<file path="src/rtl/vending_pkg.sv">
// ============================================================================
// Module      : vending_pkg
// Description : Shared state encoding and price-slice helpers for the vending
//               controller.
// Revision    : 1.0 - initial release
// ============================================================================
`default_nettype none

package vending_pkg;

   localparam int C_STATE_W = 2;

   typedef enum logic [C_STATE_W-1:0] {
      ST_IDLE     = 2'd0,
      ST_COINS    = 2'd1,
      ST_DISPENSE = 2'd2,
      ST_COLLECT  = 2'd3
   } vend_state_t;

   // Total width of the packed price table.
   function automatic int prices_w(input int n_prod, input int width);
      return n_prod * width;
   endfunction

   // LSB position of one product's price slice within the packed table.
   function automatic int price_lsb(input int idx, input int width);
      return idx * width;
   endfunction

endpackage

`default_nettype wire

</file>
<file path="src/rtl/vend_timer.sv">
// ============================================================================
// Module      : vend_timer
// Description : Loadable down-counter; done is high while one cycle remains.
// Revision    : 1.0 - initial release
// ============================================================================
`default_nettype none

module vend_timer #(
   parameter int W = 10
) (
   input  logic         clk,
   input  logic         rst,
   input  logic         load,
   input  logic [W-1:0] load_val,
   output logic         done
);

   logic [W-1:0] r_count;

   always_ff @(posedge clk or negedge rst) begin
      if (!rst) begin
         r_count <= '0;
      end else if (load) begin
         r_count <= load_val;
      end else if (r_count != '0) begin
         r_count <= r_count - 1'b1;
      end
   end

   assign done = (r_count == W'(1));

endmodule

`default_nettype wire

</file>
<file path="src/rtl/vending_ctrl_multi.sv">
// ============================================================================
// Module      : vending_ctrl_multi
// Description : Multi-product vending controller: credit, dispense, change and
//               inactivity refund. Optional stock tracking via VEND_STOCK_EN.
// Revision    : 1.0 - initial release
// ============================================================================
`default_nettype none

module vending_ctrl_multi
   import vending_pkg::*;
#(
   parameter int N_PROD      = 4,
   parameter int CREDIT_W    = 8,
   parameter int COIN_W      = 4,
   parameter logic [prices_w(N_PROD, CREDIT_W)-1:0] PRICES = {8'd4, 8'd2, 8'd9, 8'd7},
   parameter int MOTOR_CYC   = 50,
   parameter int TIMEOUT_CYC = 1000,
   parameter int STOCK_INIT  = 3
) (
   input  logic                      clk,
   input  logic                      rst,
   input  logic                      start_p,
   input  logic                      coin_p,
   input  logic                      buy_p,
   input  logic                      cancel_p,
   input  logic [COIN_W-1:0]         coin_val,
   input  logic [$clog2(N_PROD)-1:0] sel,
   input  logic                      collected,
   output logic [CREDIT_W-1:0]       credit,
   output logic [CREDIT_W-1:0]       change,
   output logic                      motor,
   output logic [C_STATE_W-1:0]      state,
   output logic                      err_insuf,
   output logic                      err_soldout,
   output logic                      coin_rej
);

   localparam int SEL_W   = $clog2(N_PROD);
   localparam int SUM_W   = ((CREDIT_W > COIN_W) ? CREDIT_W : COIN_W) + 1;
   localparam int TMR_MAX = (MOTOR_CYC > TIMEOUT_CYC) ? MOTOR_CYC : TIMEOUT_CYC;
   localparam int TMR_W   = $clog2(TMR_MAX + 1);

   vend_state_t         r_state;
   logic [CREDIT_W-1:0] r_credit;
   logic [CREDIT_W-1:0] r_change;
   logic                r_motor;
   logic                r_err_insuf;
   logic                r_err_soldout;
   logic                r_coin_rej;

   logic [CREDIT_W-1:0] w_price;
   logic                w_sel_ok;
   logic [SUM_W-1:0]    w_sum;
   logic                w_coin_fit;
   logic                w_soldout;
   logic                w_buy_ok;
   logic                w_in_coins;
   logic                w_activity;
   logic                w_timeout;
   logic                w_tmr_load;
   logic [TMR_W-1:0]    w_tmr_val;
   logic                w_tmr_done;

   always_comb begin
      w_price  = '0;
      w_sel_ok = 1'b0;
      for (int i = 0; i < N_PROD; i++) begin
         if (sel == SEL_W'(i)) begin
            w_price  = PRICES[price_lsb(i, CREDIT_W) +: CREDIT_W];
            w_sel_ok = 1'b1;
         end
      end
   end

   assign w_sum      = SUM_W'(r_credit) + SUM_W'(coin_val);
   assign w_coin_fit = (w_sum[SUM_W-1:CREDIT_W] == '0);

`ifdef VEND_STOCK_EN
   localparam int STK_W = (STOCK_INIT < 1) ? 1 : $clog2(STOCK_INIT + 1);

   logic [STK_W-1:0] r_stock [N_PROD];
   logic             w_stock_zero;

   always_comb begin
      w_stock_zero = 1'b0;
      for (int i = 0; i < N_PROD; i++) begin
         if (sel == SEL_W'(i)) begin
            w_stock_zero = (r_stock[i] == '0);
         end
      end
   end

   assign w_soldout = w_sel_ok && w_stock_zero;

   always_ff @(posedge clk or negedge rst) begin
      if (!rst) begin
         for (int i = 0; i < N_PROD; i++) begin
            r_stock[i] <= STK_W'(STOCK_INIT);
         end
      end else if (w_in_coins && !cancel_p && w_buy_ok) begin
         for (int i = 0; i < N_PROD; i++) begin
            if (sel == SEL_W'(i)) begin
               r_stock[i] <= r_stock[i] - 1'b1;
            end
         end
      end
   end
`else
   assign w_soldout = 1'b0;
`endif

   assign w_buy_ok   = buy_p && w_sel_ok && !w_soldout && (r_credit >= w_price);
   assign w_in_coins = (r_state == ST_COINS);
   // Any strobe seen in COINS restarts the inactivity window; only silence times out.
   assign w_activity = w_in_coins && (cancel_p || buy_p || coin_p);
   assign w_timeout  = w_in_coins && w_tmr_done && !w_activity;

   assign w_tmr_load = ((r_state == ST_IDLE) && start_p) || w_activity;
   assign w_tmr_val  = (w_activity && !cancel_p && w_buy_ok) ? TMR_W'(MOTOR_CYC)
                                                             : TMR_W'(TIMEOUT_CYC);

   vend_timer #(
      .W (TMR_W)
   ) u_timer (
      .clk      (clk),
      .rst      (rst),
      .load     (w_tmr_load),
      .load_val (w_tmr_val),
      .done     (w_tmr_done)
   );

   always_ff @(posedge clk or negedge rst) begin
      if (!rst) begin
         r_state       <= ST_IDLE;
         r_credit      <= '0;
         r_change      <= '0;
         r_motor       <= 1'b0;
         r_err_insuf   <= 1'b0;
         r_err_soldout <= 1'b0;
         r_coin_rej    <= 1'b0;
      end else begin
         r_err_insuf   <= 1'b0;
         r_err_soldout <= 1'b0;
         r_coin_rej    <= 1'b0;
         case (r_state)
            ST_IDLE: begin
               if (start_p) begin
                  r_credit <= '0;
                  r_change <= '0;
                  r_state  <= ST_COINS;
               end
            end
            ST_COINS: begin
               if (cancel_p || w_timeout) begin
                  r_change <= r_credit;
                  r_credit <= '0;
                  r_state  <= ST_IDLE;
               end else if (buy_p) begin
                  if (w_buy_ok) begin
                     r_change <= r_credit - w_price;
                     r_credit <= '0;
                     r_motor  <= 1'b1;
                     r_state  <= ST_DISPENSE;
                  end else if (w_soldout) begin
                     r_err_soldout <= 1'b1;
                  end else begin
                     r_err_insuf <= 1'b1;
                  end
               end else if (coin_p) begin
                  if (w_coin_fit) begin
                     r_credit <= w_sum[CREDIT_W-1:0];
                  end else begin
                     r_coin_rej <= 1'b1;
                  end
               end
            end
            ST_DISPENSE: begin
               if (w_tmr_done) begin
                  r_motor <= 1'b0;
                  r_state <= ST_COLLECT;
               end
            end
            ST_COLLECT: begin
               if (collected) begin
                  r_state <= ST_IDLE;
               end
            end
            default: r_state <= ST_IDLE;
         endcase
      end
   end

   assign credit      = r_credit;
   assign change      = r_change;
   assign motor       = r_motor;
   assign state       = r_state;
   assign err_insuf   = r_err_insuf;
   assign err_soldout = r_err_soldout;
   assign coin_rej    = r_coin_rej;

endmodule

`default_nettype wire

</file>
<file path="config.mk">
export PLATFORM = sky130hd
export DESIGN_NAME = vending_ctrl_multi
export DESIGN_NICKNAME = d
export VERILOG_FILES = /design/src/rtl/vending_pkg.sv /design/src/rtl/vend_timer.sv /design/src/rtl/vending_ctrl_multi.sv
export SDC_FILE = /design/constraint.sdc
export NUM_CORES = 1
export LEC_CHECK = 0
export ABC_AREA = 1
export CAP_MARGIN = 10
export CELL_PAD_IN_SITES_DETAIL_PLACEMENT = 0
export CELL_PAD_IN_SITES_GLOBAL_PLACEMENT = 1
export CORE_UTILIZATION = 32
export DETAILED_ROUTE_END_ITERATION = 8
export PLACE_DENSITY = 0.71
export SLEW_MARGIN = 20
export SYNTH_ARGS = -nofsm -noshare
export SYNTH_HDL_FRONTEND = slang
export SYNTH_SLANG_ARGS = --single-unit
</file>
<file path="constraint.sdc">
create_clock -name clk -period 2.3 [get_ports clk]
set_input_delay 0.23 -clock clk [delete_from_list [all_inputs] [get_ports clk]]
set_output_delay 0.23 -clock clk [all_outputs]
set_load 0.02 [all_outputs]
</file>
==> summary.txt, run 1 <==
Synthesis
  • Syn Area/Cell: 7.03 sq um
  • Sequential share of the synthesized area: 0.338
  • Distinct cell type count of the synthesized netlist: 33
  • Syn nets: 355
  • Post-synthesis cell count: 326
  • Yosys warns: 0
  • Synth Cell Area: 0.00229 sq mm
  • Yosys reg bits: 31

Clock tree
  • Clock Tree Root: clkbuf_8
  • Sink Count: 31
  • Hold buffers post-CTS: 0
  • TritonCTS buffer count: 5
  • H-Tree Depth: 2
  • Clk_lat worst skew: 0.28 ns
  • CTS Buffer Depth: 2
  • Register clock-pin slew on the reported worst setup and hold paths: 0.07 ns
  • TritonCTS clock tree: done

Timing
  • Fin crit period: 2.09 ns
  • FMAX: 479 MHz
  • Clk_skew: 0.00943 ns
  • Tcrit/Tclk final: 0.907
  • RSZ-0062 raised after global routing: false
  • Endpoints failing hold: 0
  • # setup viols final: 0
  • Pins over their slew limit: 0
  • Final worst slack: approximately 0.21 ns

Routing
  • DR pass1 iterations: 4
  • Residual DRC count: 0
  • Wire per inst: around 12 um
  • Drt total wl: approximately 5800 um
  • Avg Vias per Cell: 4.64
  • Number of DRC markers in iteration 0: 86
  • Final ANT Viol Nets: 0
  • Via count: between 2,000 and 2,500

Setup path
  • R2r endpoint: change[7]
  • Worst setup SP type: input pin
  • Critical setup path kind: in2reg
  • R2R Setup Slk: 0.22 ns
  • Reg-to-reg startpoint: credit[0]
  • Worst-path fanout max: 8
  • Crit end category: register
  • CP arrival: 2.29 ns
  • Req. time, crit path: 2.50 ns
  • Number of cells on the worst reg-to-reg path: 15

Die
  • Die Y: 86.6 um
  • IO Pins: 35
  • Initial core utilization: 0.334
  • DIE AREA: around 0.0075 sq mm
  • Std cell rows: 30
  • Die W: 86.6 um
  • Total core area: 0.00687 sq mm

Global routing
  • Initial antenna violation count: 0
  • GR Util All Layers: 0.175
  • GR Util met1: 0.238
  • First-pass GRT wire length: roughly 10,000 um
  • Overflow after GRT: 0
  • Met2 usage: 0.289
  • Vias in the first global route: 2,254
  • GR Util met3: 0.0381
  • Grt peak-use layer: met2
  • Largest net degree at the start of global routing: 32

Pwr
  • Logic pwr share: 0.582
  • VDD IR-drop max: 0.420 mV
  • Static Leak: about 0.0015 uW
  • Clock share of power: 0.138
  • Psw: 1440 uW
  • Sequential share of power: 0.280
  • PwrDens: 1050 mW/mm^2
  • Switching power share of the total: 0.456
  • Cell internal pwr: 1720 uW

Place
  • Placed cell count: 470
  • Buffers on Ports: 33
  • Pre-CTS WS: -0.665 ns
  • Placed wire-length estimate: 4510 um
  • RePlAce Congestion: ~0.8

Finish
  • Synthesis-to-layout area growth: 31.4%
  • Final std cells w/o fill: 480
  • Leading cell type in the layout, fill and taps excluded: nand2_1
  • Fin nets: slightly above 400
  • Layout cells sized above 1: 0.154
  • Commonest cells after routing, fill and taps aside: 97 x nand2_1, 36 x nand3_1, 35 x inv_1
  • N_diodes: 0

Outcome
  • Status: completed

Worst hold path
  • Hold Crit Class: in2async

Job
  • Number of max-cap violations: 0
## power by group through the flow
stage / clock network [uW] / registers (uW) / logic, uW
floorplan: 0 / 961 / 1060
global placement: 0 / 888 / 1780
detailed placement: 0 / 889 / 1790
CTS: 440 / 881 / 1860
global route: 465 / 907 / 2090
finish: 435 / 881 / 1840
## registers in the layout (all words and copies together), names as in the netlist, named ones only
register         cells
u_timer.r_count     10
change               8
err_insuf            1
motor                1
state                1
credit               8
coin_rej             1
## final cells by class
cell class                      count  area [sq um]
Clock buffer                        6          82.6
Fill cell                         726          3860
Sequential cell                    31           777
Inverter                           42           160
Tap cell                           96           120
Multi-Input combinational cell    247          1360
Timing Repair Buffer               57           503
Clock inverter                      1          5.00
## worst max-delay path by stage
stage | from | end | slack (ns)
after global routing | sel[0] | change[4] | 0.02
after CTS | sel[0] | change[7] | 0.04
after global placement | sel[0] | credit[1] | -0.58
after detailed placement | sel[0] | credit[4] | -0.66
after floorplan | sel[0] | credit[1] | 0.12
final | sel[0] | change[7] | 0.21
## synth_stat cells
master    count  area [sq um]
nand4_1       5          31.3
nor2_8        1          20.0
clkinv_1      1          3.75
xnor2_1       2          17.5
nand2_1      97           364
a21oi_1      11          55.1
a21o_1        1          7.51
nor3_1       10          50.1
nor2_4        1          11.3
nor2_1       29           109
o21ai_0      12          60.1
a21oi_4       1          16.3
conb_1        1          3.75
inv_1        39           146
a31oi_1       1          6.26
clkbuf_1      2          7.51
nand3_1      36           180
nand2_4       1          11.3
inv_2         2          7.51
fa_1          2          40.0
o21ai_1       1          5.00
nand3_2       2          20.0
buf_2         2          10.0
dfrtp_1      31           776
a32oi_1       1          8.76
ha_1         14           175
nand2_2       2          12.5
or2_2         1          6.26
nor2_2        5          31.3
xor2_1        7          61.3
o31ai_1       2          15.0
buf_4         2          15.0
o211ai_1      1          7.51
## stage by stage
stage | TNS [ns] | cell area (sq um) | hold slack, ns | power (uW) | utilization
after floorplan | 0 | 2290 | -0.0656 | 2020 | -
after global placement | -13.98 | 2870 | 0.460 | 2670 | 0.417
after detailed placement | -15.94 | 2870 | 0.466 | 2680 | 0.417
after CTS | 0 | 3000 | 0.360 | 3180 | 0.437
after global routing | 0 | 3010 | 0.379 | 3460 | 0.438
final | 0 | 3010 | 0.335 | 3150 | 0.438
## critical path: stages
cell,delay [ns]
clkbuf_4,0.14
inv_2,0.04
ha_1,0.20
nor3_2,0.16
ha_2,0.20
inv_2,0.04
fa_2,0.34
inv_2,0.06
nor2_1,0.04
nor2_1,0.12
nand2_1,0.09
nand2_1,0.07
nand2_2,0.08
nor2_8,0.17
nor2_4,0.08
inv_4,0.09
nand2_1,0.07
o21ai_1,0.07
## kinds of logic (layout without fill, tap and decap cells)
| group | Yosys count | count (layout) | share of synthesized area |
|---|---|---|---|
| other cells | 1 | 1 | 0.00164 |
| fa+ha+maj | 16 | 16 | 0.0939 |
| flops | 31 | 31 | 0.338 |
| buf+inv | 48 | 106 | 0.0830 |
| compound gates | 31 | 31 | 0.0792 |
| xor+xnor | 9 | 9 | 0.0344 |
| simple gates | 190 | 190 | 0.370 |
## metal layers
layer	wire length, um	share of wire
met1	2930	0.51
met2	2580	0.45
met3	198	0.034
met4	40	0.0069
met5	0	0
## timing repair
item,CTS,global route
gates resized for setup,20,4
setup buffers,3,0
pin swaps,7,7
setup endpoints to repair,27,22
Power figures use the tool's default switching activity.
==> run 2: changes to the inputs <==
--- a/config.mk
+++ b/config.mk
@@ -9,10 +9,11 @@
 export CAP_MARGIN = 10
 export CELL_PAD_IN_SITES_DETAIL_PLACEMENT = 0
 export CELL_PAD_IN_SITES_GLOBAL_PLACEMENT = 1
+export CORE_MARGIN = 3
 export CORE_UTILIZATION = 32
 export DETAILED_ROUTE_END_ITERATION = 8
 export PLACE_DENSITY = 0.71
-export SLEW_MARGIN = 20
+export SLEW_MARGIN = 15
 export SYNTH_ARGS = -nofsm -noshare
 export SYNTH_HDL_FRONTEND = slang
 export SYNTH_SLANG_ARGS = --single-unit
==> summary.txt, run 2 (synthesis results as in run 1) <==
Routing
  • Wire per inst: roughly 13 um
  • Residual DRC count: 0
  • Number of DRC markers in iteration 0: 93
  • Drt total wl: 6060 um
  • DR pass1 iterations: 4
  • Avg Vias per Cell: 4.64
  • Final ANT Viol Nets: 0
  • Via count: 2,228

Finish
  • Finished Cell Area: ~0.003 sq mm
  • Fill cells: around 710
  • Largest Register: u_timer.r_count
  • Layout cells sized above 1: 0.154
  • Leading cell type in the layout, fill and taps excluded: nand2_1
  • Fin nets: 414
  • N_diodes: 0
  • Commonest cells after routing, fill and taps aside: 95 x nand2_1, 36 x nand3_1, 35 x inv_1
  • Final std cells w/o fill: 480
  • Area occupied by multi-input gates: 0.00138 sq mm
  • Max reg flops: 10
  • Storage element area: 776 sq um
  • Synthesis-to-layout area growth: 31.9%

Timing
  • Endpoints failing hold: 0
  • Clk_skew: 0.0112 ns
  • # setup viols final: 0
  • Fin crit period: 2.11 ns
  • Tcrit/Tclk final: 0.916
  • Fin Hold WS: 0.343 ns
  • FMAX: between 400 and 500 MHz
  • Setup TNS: 0 ns
  • Pins over their slew limit: 0

Global routing
  • First-pass GRT wire length: 10,200 um
  • Overflow after GRT: 0
  • Largest net degree at the start of global routing: 32
  • Vias in the first global route: 2,164
  • GR Util All Layers: 0.151
  • Initial antenna violation count: 0

Clock tree
  • Register clock-pin slew on the reported worst setup and hold paths: ~0.070 ns
  • Clock Tree Root: clkbuf_8
  • TritonCTS clock tree: done
  • TritonCTS buffer count: 5
  • Clk_lat worst skew: 0.28 ns
  • CTS Buffer Depth: 2
  • H-Tree Depth: 2
  • Sink Count: 31
  • Hold buffers post-CTS: 0

Setup path
  • Slowest CP cell: fa_2
  • Worst-path fanout max: 4
  • Reg-to-reg startpoint: credit[0]
  • Crit end category: register
  • Critical setup path kind: in2reg
  • Req. time, crit path: 2.45 ns
  • Number of cells on the worst reg-to-reg path: 11
  • R2r endpoint: credit[7]
  • CP cell instances: buf_6 -> inv_2 -> ha_1 -> nor3_2 -> ha_2 -> inv_2 -> fa_2 -> inv_2 -> nor2_1 -> nor2_1 -> buf_4 -> buf_4 -> buf_4 -> xor2_1 -> nand2_1 -> o21ai_0 -> o21ai_0
  • CP arrival: 2.26 ns
  • Worst setup SP type: input pin
  • R2R Setup Slk: 0.24 ns
  • CP max stage delay: 0.34 ns

Place
  • Placed cell count: between 400 and 500
  • Placed wire-length estimate: 4650 um
  • RePlAce Congestion: between 0.8 and 0.9
  • Post-DP Area: 0.00288 sq mm
  • Buffers on Ports: 33

Die
  • Die W: 90.6 um
  • DIE AREA: 0.00821 sq mm
  • IO Pins: 35
  • Die Y: around 91 um
  • Initial core utilization: 0.334
  • Std cell rows: 30
  • Total core area: between 0.006 and 0.007 sq mm

Pwr
  • PwrDens: around 1000 mW/mm^2
  • Static Leak: 0.00152 uW
  • Power Total: approximately 3100 uW
  • VDD IR-drop max: 0.389 mV

Worst hold path
  • Hold Crit Class: in2async

Job
  • Number of max-cap violations: 0

Outcome
  • Status: completed
[run 2: worst max-delay path: cells and delay by family]
kind | cells | cell delay (ns)
buffers and inverters | 7 | 0.55
xor gates and xnor gates | 1 | 0.13
and+or+nand+nor | 4 | 0.41
adders and majority gates | 3 | 0.75
AOI/OAI and AO/OA | 2 | 0.20
[run 2: repair_timing]
action,CTS,global route
setup buffers,2,1
hold endpoints to repair,0,0
gates resized for setup,20,8
pin swaps,9,9
setup endpoints to repair,27,24
[run 2: layout make-up]
| cell class | count | area share |
|---|---|---|
| multi-input combinational | 247 | 0.456 |
| clock buffer | 6 | 0.0240 |
| timing repair buffer | 58 | 0.170 |
| inverter | 42 | 0.0538 |
| tap | 96 | 0.0397 |
| sequential | 31 | 0.257 |
[run 2: where the power goes]
group | internal, uW | total [uW] | switching [uW]
logic | 762 | 1860 | 1100
clock network | 201 | 393 | 192
registers | 722 | 870 | 147
[run 2: worst max path at each step]
| stage | from | to | slack [ns] | cells after the start |
|---|---|---|---|---|
| detailed placement | sel[0] | credit[4] | -0.65 | 18 |
| finish | sel[0] | change[4] | 0.19 | 17 |
| floorplan | sel[0] | credit[1] | 0.12 | 17 |
| CTS | sel[0] | credit[7] | 0.03 | 19 |
| global route | sel[1] | credit[4] | -0.006 | 17 |
| global placement | sel[0] | credit[4] | -0.58 | 18 |
[run 2: layer usage]
layer  track usage  share of wire  up-vias
met4        0.0306         0.0091        0
met3        0.0267          0.035        7
met2         0.237           0.45       36
met1         0.218           0.51     1023
li1              -              -     1162
met5             0              0        -
[run 2: stage by stage]
stage          setup slack [ns]  utilization
5_1_grt                -0.00555        0.440
6_report                  0.192        0.440
2_1_floorplan             0.116            -
4_1_cts                  0.0273        0.435
3_3_place_gp             -0.578        0.419
3_5_place_dp             -0.645        0.419
==> run 3: changes to the inputs <==
--- a/config.mk
+++ b/config.mk
@@ -10,9 +10,9 @@
 export CELL_PAD_IN_SITES_DETAIL_PLACEMENT = 0
 export CELL_PAD_IN_SITES_GLOBAL_PLACEMENT = 1
 export CORE_MARGIN = 3
-export CORE_UTILIZATION = 32
+export CORE_UTILIZATION = 30
 export DETAILED_ROUTE_END_ITERATION = 8
-export PLACE_DENSITY = 0.71
+export PLACE_DENSITY = 0.67
 export SLEW_MARGIN = 15
 export SYNTH_ARGS = -nofsm -noshare
 export SYNTH_HDL_FRONTEND = slang
==> summary.txt, run 3 (synthesis results as in run 1) <==
Timing
  • Pins over their slew limit: 0
  • Final worst slack: around 0.20 ns
  • Clk_skew: 0.0114 ns
  • # setup viols final: 0
  • Fin crit period: ~2.1 ns
  • Endpoints failing hold: 0
  • Tcrit/Tclk final: 0.911
  • RSZ-0062 raised after global routing: false
  • FMAX: 477 MHz

Clock tree
  • Sink Count: 31
  • TritonCTS buffer count: 5
  • Clock Tree Root: clkbuf_8
  • TritonCTS clock tree: done
  • H-Tree Depth: 2
  • CTS Buffer Depth: 2
  • Clk_lat worst skew: 0.28 ns
  • Register clock-pin slew on the reported worst setup and hold paths: 0.07 ns

Finish
  • N_diodes: 0
  • Leading cell type in the layout, fill and taps excluded: nand2_1
  • Max reg flops: 10
  • Layout cells sized above 1: 0.152
  • Synthesis-to-layout area growth: 31.5%
  • Largest Register: u_timer.r_count
  • Fin nets: 417
  • Commonest cells after routing, fill and taps aside: 97 x nand2_1, 36 x nand3_1, 35 x inv_1

Global routing
  • Vias in the first global route: 2,192
  • First-pass GRT wire length: 10,400 um
  • GR Util All Layers: 0.151
  • Largest net degree at the start of global routing: 32
  • Overflow after GRT: 0
  • Initial antenna violation count: 0

Setup path
  • Crit end category: register
  • Critical setup path kind: in2reg
  • WP buf/inv: 7
  • Worst setup SP type: input pin
  • CP cell instances: buf_2 -> inv_2 -> ha_1 -> nor3_2 -> ha_2 -> inv_2 -> fa_2 -> inv_2 -> nor2_1 -> nor2_1 -> buf_4 -> buf_4 -> buf_4 -> xor2_1 -> nand2_1 -> o21ai_0 -> o21ai_0
  • Crit path max-delay family: adder cells
  • CP arrival: 2.25 ns
  • Reg-to-reg startpoint: credit[0]
  • Worst setup startpoint: sel[0]
  • Slowest CP cell: fa_2
  • CP max stage delay: 0.35 ns
  • Worst-path fanout max: 4
  • Req. time, crit path: 2.45 ns

Place
  • Buffers on Ports: 33
  • RePlAce Congestion: approximately 0.8
  • Pre-CTS WS: -0.697 ns
  • Placed wire-length estimate: 4800 um

Worst hold path
  • Hold Crit Class: in2async

Routing
  • DR pass1 iterations: 4
  • Residual DRC count: 0
  • Number of DRC markers in iteration 0: 66
  • Wire per inst: roughly 13 um
  • Final ANT Viol Nets: 0
  • Avg Vias per Cell: approximately 4.6
  • Drt total wl: 6110 um
  • Via count: 2,240

Die
  • DIE AREA: 0.00873 sq mm
  • Die Y: around 93 um
  • Std cell rows: 31
  • Initial core utilization: 0.313
  • Die W: between 90 and 100 um
  • IO Pins: 35
  • Total core area: 0.00733 sq mm

Pwr
  • PwrDens: around 1000 mW/mm^2
  • Power Total: 3150 uW
  • VDD IR-drop max: 0.405 mV
  • Static Leak: 0.00153 uW

Outcome
  • Status: completed

Job
  • Number of max-cap violations: 0
==> run 3: per-layer routing <==
metal  vias to the layer above  track usage  share of wire
met5                         -            0              0
met4                         0       0.0403         0.0087
met3                         6       0.0314          0.039
met2                        53        0.239           0.46
met1                      1012        0.210           0.50
li1                       1169            -              -
==> run 3: timing repair <==
| action | in CTS | in global routing |
|---|---|---|
| setup buffers | 4 | 0 |
| endpoints found under the setup margin | 27 | 23 |
| pin swaps | 7 | 8 |
| resized for setup | 18 | 1 |
| hold buffers | 0 | 0 |
==> run 3: per-stage QoR <==
stage / hold WS (ns) / TNS, ns / area [sq um] / utilization / cells
detailed placement: 0.464 / -16.94 / 2890 / 0.395 / 476
finish: 0.333 / 0 / 3010 / 0.411 / 486
floorplan: -0.0656 / 0 / 2290 / - / 326
global placement: 0.464 / -14.89 / 2890 / 0.395 / 476
CTS: 0.353 / 0 / 3010 / 0.410 / 486
global route: 0.381 / 0 / 3010 / 0.411 / 486
==> run 3: area by class of cell <==
class / count / area (sq um)
clock buffers: 6 / 72.6
inverters: 42 / 160
fillers: 765 / 4320
repair buffers: 61 / 531
multi-input cells: 247 / 1350
well taps: 99 / 124
flip-flops and latches: 31 / 776
==> run 3: worst reg2reg max path, stage by stage, from the launching register on <==
cell and delay (ns):
dfrtp_1 0.39, buf_4 0.16, ha_1 0.23, fa_1 0.42, nand3_1 0.13, nand2_1 0.09
nand3_1 0.09, nor2_2 0.06, inv_1 0.12, nand3_4 0.13, nand2_1 0.08, nand2_1 0.05
==> run 3: power by group <==
part | switching (uW) | internal (uW)
Sequential | 146 | 723
Clock | 195 | 201
Combinational | 1110 | 773
==> run 3: final timing paths <==
kind,to,cells after the start,slack [ns]
max reg2reg,credit[4],11,0.24
min reg2reg,change[2],2,0.47
max,change[4],17,0.20
min,u_timer.r_count[6],2,0.33
min in group clk,change[2],2,0.47
max in group asynchronous,credit[6],2,1.66
==> RTL edit, RTL diff (flow settings as in run 2) <==
Add a define of `VEND_STOCK_EN`.
--- a/src/rtl/vending_ctrl_multi.sv
+++ b/src/rtl/vending_ctrl_multi.sv
@@ -5,6 +5,8 @@
 // Revision    : 1.0 - initial release
 // ============================================================================
 `default_nettype none
+
+`define VEND_STOCK_EN
 
 module vending_ctrl_multi
    import vending_pkg::*;
Check against the original RTL: same outputs for any inputs over 10 cycles, from zero or initial values and one cycle with rst low; that may be too few to reach the edited logic, so the function may still have changed.
==> RTL edit against run 2 <==
  * Worst setup slack worse by 0.060 ns
  * Wire length is 11% higher
  * Sequential cell count is 9 higher
  * Maximum frequency is 2.8% lower
  * Area after synthesis is 24% higher
  * Total power is 19% higher
  * Cell area is 20% higher
  * Clock skew is 0.0055 ns lower
  * Largest power group unchanged
==> RTL edit: results (changes against run 2) <==
- Max incr delay on CP: 0.39 ns (+0.05 ns)
- Placed cells: 531 (+13%)
- Buf/Inv on CP: 5 (-2)
- CP arrival: 2.35 ns (+0.09 ns)
- I/O Buffers: 34 (+3.0%)
- First-pass GRT wire length: 11610 um (+13%)
- Net count, final: 469 (+13%)
- Worst Hold Class: in -> async
- Yosys warning total: 0 (unchanged)
- Synth Area in Adders: 0.09319 (-0.0006996)
- Finished Layout Cells: 542 (+13%)
- Leakage: 1.821 nW (+20%)
- Gpl congestion: 0.8337 (-0.61%)
- 1st-iter DRT viols: 150 (+61%)
- HPWL Detailed: 5170 um (+11%)
- Largest Register: u_timer.r_count
- Xor-xnor portion of the synthesized cell area: 0.04308 (+0.008688)
- Average wire per standard cell: 12.37 um (-2.0%)
- Grt met3 use: 0.01598 (-0.01068)
- Unique masters post-synth: 35 (+6.1%)
- Top cells by area, synth: dfrtp_1, nand2_1, ha_1, dfstp_2, inv_1
- Met1 Resource Use GR: 0.2048 (-0.01280)
- Slew margin rel.: 0.3852
- Place WS: -0.6363 ns (+0.008955 ns)
- Compound-Gate Fraction of Synth Area: 0.07868 (-0.0004672)
- Layout cells sized above 1: 0.2082 (+0.05459)
- Clk_lat worst skew: 0.30 ns (+0.02 ns)
- Outcome: complete, no violations
- Syn_area_per_cell: 7.672 um2 (+9.1%)
- Clk buf depth: 2 (unchanged)
- ANT cells: 0 (unchanged)
- Sequential fraction of the synthesis area: 0.3552 (+0.01674)
- GRT Util Overall: 0.1418 (-0.009411)
- Syn Nets: 404 (+14%)
- Fillers: 873 (+23%)
- Commonest cells post-synth: nand2_1, inv_1, dfrtp_1
- Pin count of the biggest net entering global routing: 41 (+28%)
- Crit Path Max Fanout: 3 (-1)
- Vias in the first global route: 2438 (+13%)
- Worst VDD drop: 0.2760 mV (-29%)
- Slowest cell on the critical path: fa_2
- Met2 Usage GRT: 0.2202 (-0.01700)
- Vias/cell: 4.620 (-0.47%)
- Clock skew: 0.005723 ns (-0.005520 ns)
==> RTL edit: cell count changes after synthesis, sizes merged, moves of 2 or more <==
cell    delta
a211oi     +2
o21ai      +7
dfstp      +8
buf        -2
o21bai     +2
nand2     +13
nand3     -10
nor3       -5
nand4      +2
xor2       +4
clkbuf     -2
nor2       +3
inv       +20
ha         +4
==> RTL edit: through the flow <==
stage / power (W) / cell area [um2]
final: 0.003722 / 3625
after detailed placement: 0.003167 / 3476
after global placement: 0.003133 / 3476
after global routing: 0.004070 / 3625
after floorplan: 0.002504 / 2846
after CTS: 0.003688 / 3578
==> RTL edit: repair_timing <==
action | in CTS | in global routing
pin swaps | 0 | 6
resized for setup | 5 | 13
buffers inserted | 0 | 3
setup endpoints to repair | 35 | 32
==> RTL edit: final timing paths <==
path,start,to,slack (ns),depth (start not counted)
setup / recovery,sel[1],change[5]$_DFFE_PN0P_,0.13,16
hold / removal,rst,credit[0]$_DFFE_PN0P_,0.07,1
setup reg to reg,credit[0]$_DFFE_PN0P_,change[5]$_DFFE_PN0P_,0.23,12
hold reg to reg,change[3]$_DFFE_PN0P_,change[3]$_DFFE_PN0P_,0.48,2
max in group asynchronous,rst,change[1]$_DFFE_PN0P_,1.66,1
min in group clk,change[3]$_DFFE_PN0P_,change[3]$_DFFE_PN0P_,0.48,2
==> RTL edit: area by class of cell <==
| class | instances | area [um2] | share of cell area |
|---|---|---|---|
| multi-input cells | 268 | 1632 | 0.4501 |
| flip-flops and latches | 40 | 1011 | 0.2789 |
| repair buffers | 60 | 520.5 | 0.1436 |
| inverters | 61 | 236.5 | 0.06524 |
| well taps | 105 | 131.4 | 0.03624 |
| clock buffers | 7 | 86.33 | 0.02382 |
| clock inverters | 1 | 7.507 | 0.002071 |
==> RTL edit: routing by layer <==
| metal | wire length (um) | part of all wire |
|---|---|---|
| met1 | 3430 | 0.51 |
| met2 | 2927 | 0.44 |
| met3 | 265 | 0.040 |
| met4 | 80 | 0.012 |
| met5 | 0 | 0 |
==> RTL edit: kinds of logic after synthesis <==
| kind of cell | after synthesis |
|---|---|
| AND/OR/NAND/NOR | 194 |
| buffers and inverters | 63 |
| AO/OA/AOI/OAI | 40 |
| flip-flops | 40 |
| adder cells (fa/ha/maj) | 20 |
| XOR/XNOR | 14 |
==> RTL edit: power breakdown <==
part / internal [W] / switching (W)
registers: 0.000993 / 0.000180
logic: 0.000828 / 0.00122
clock network: 0.000244 / 0.000252
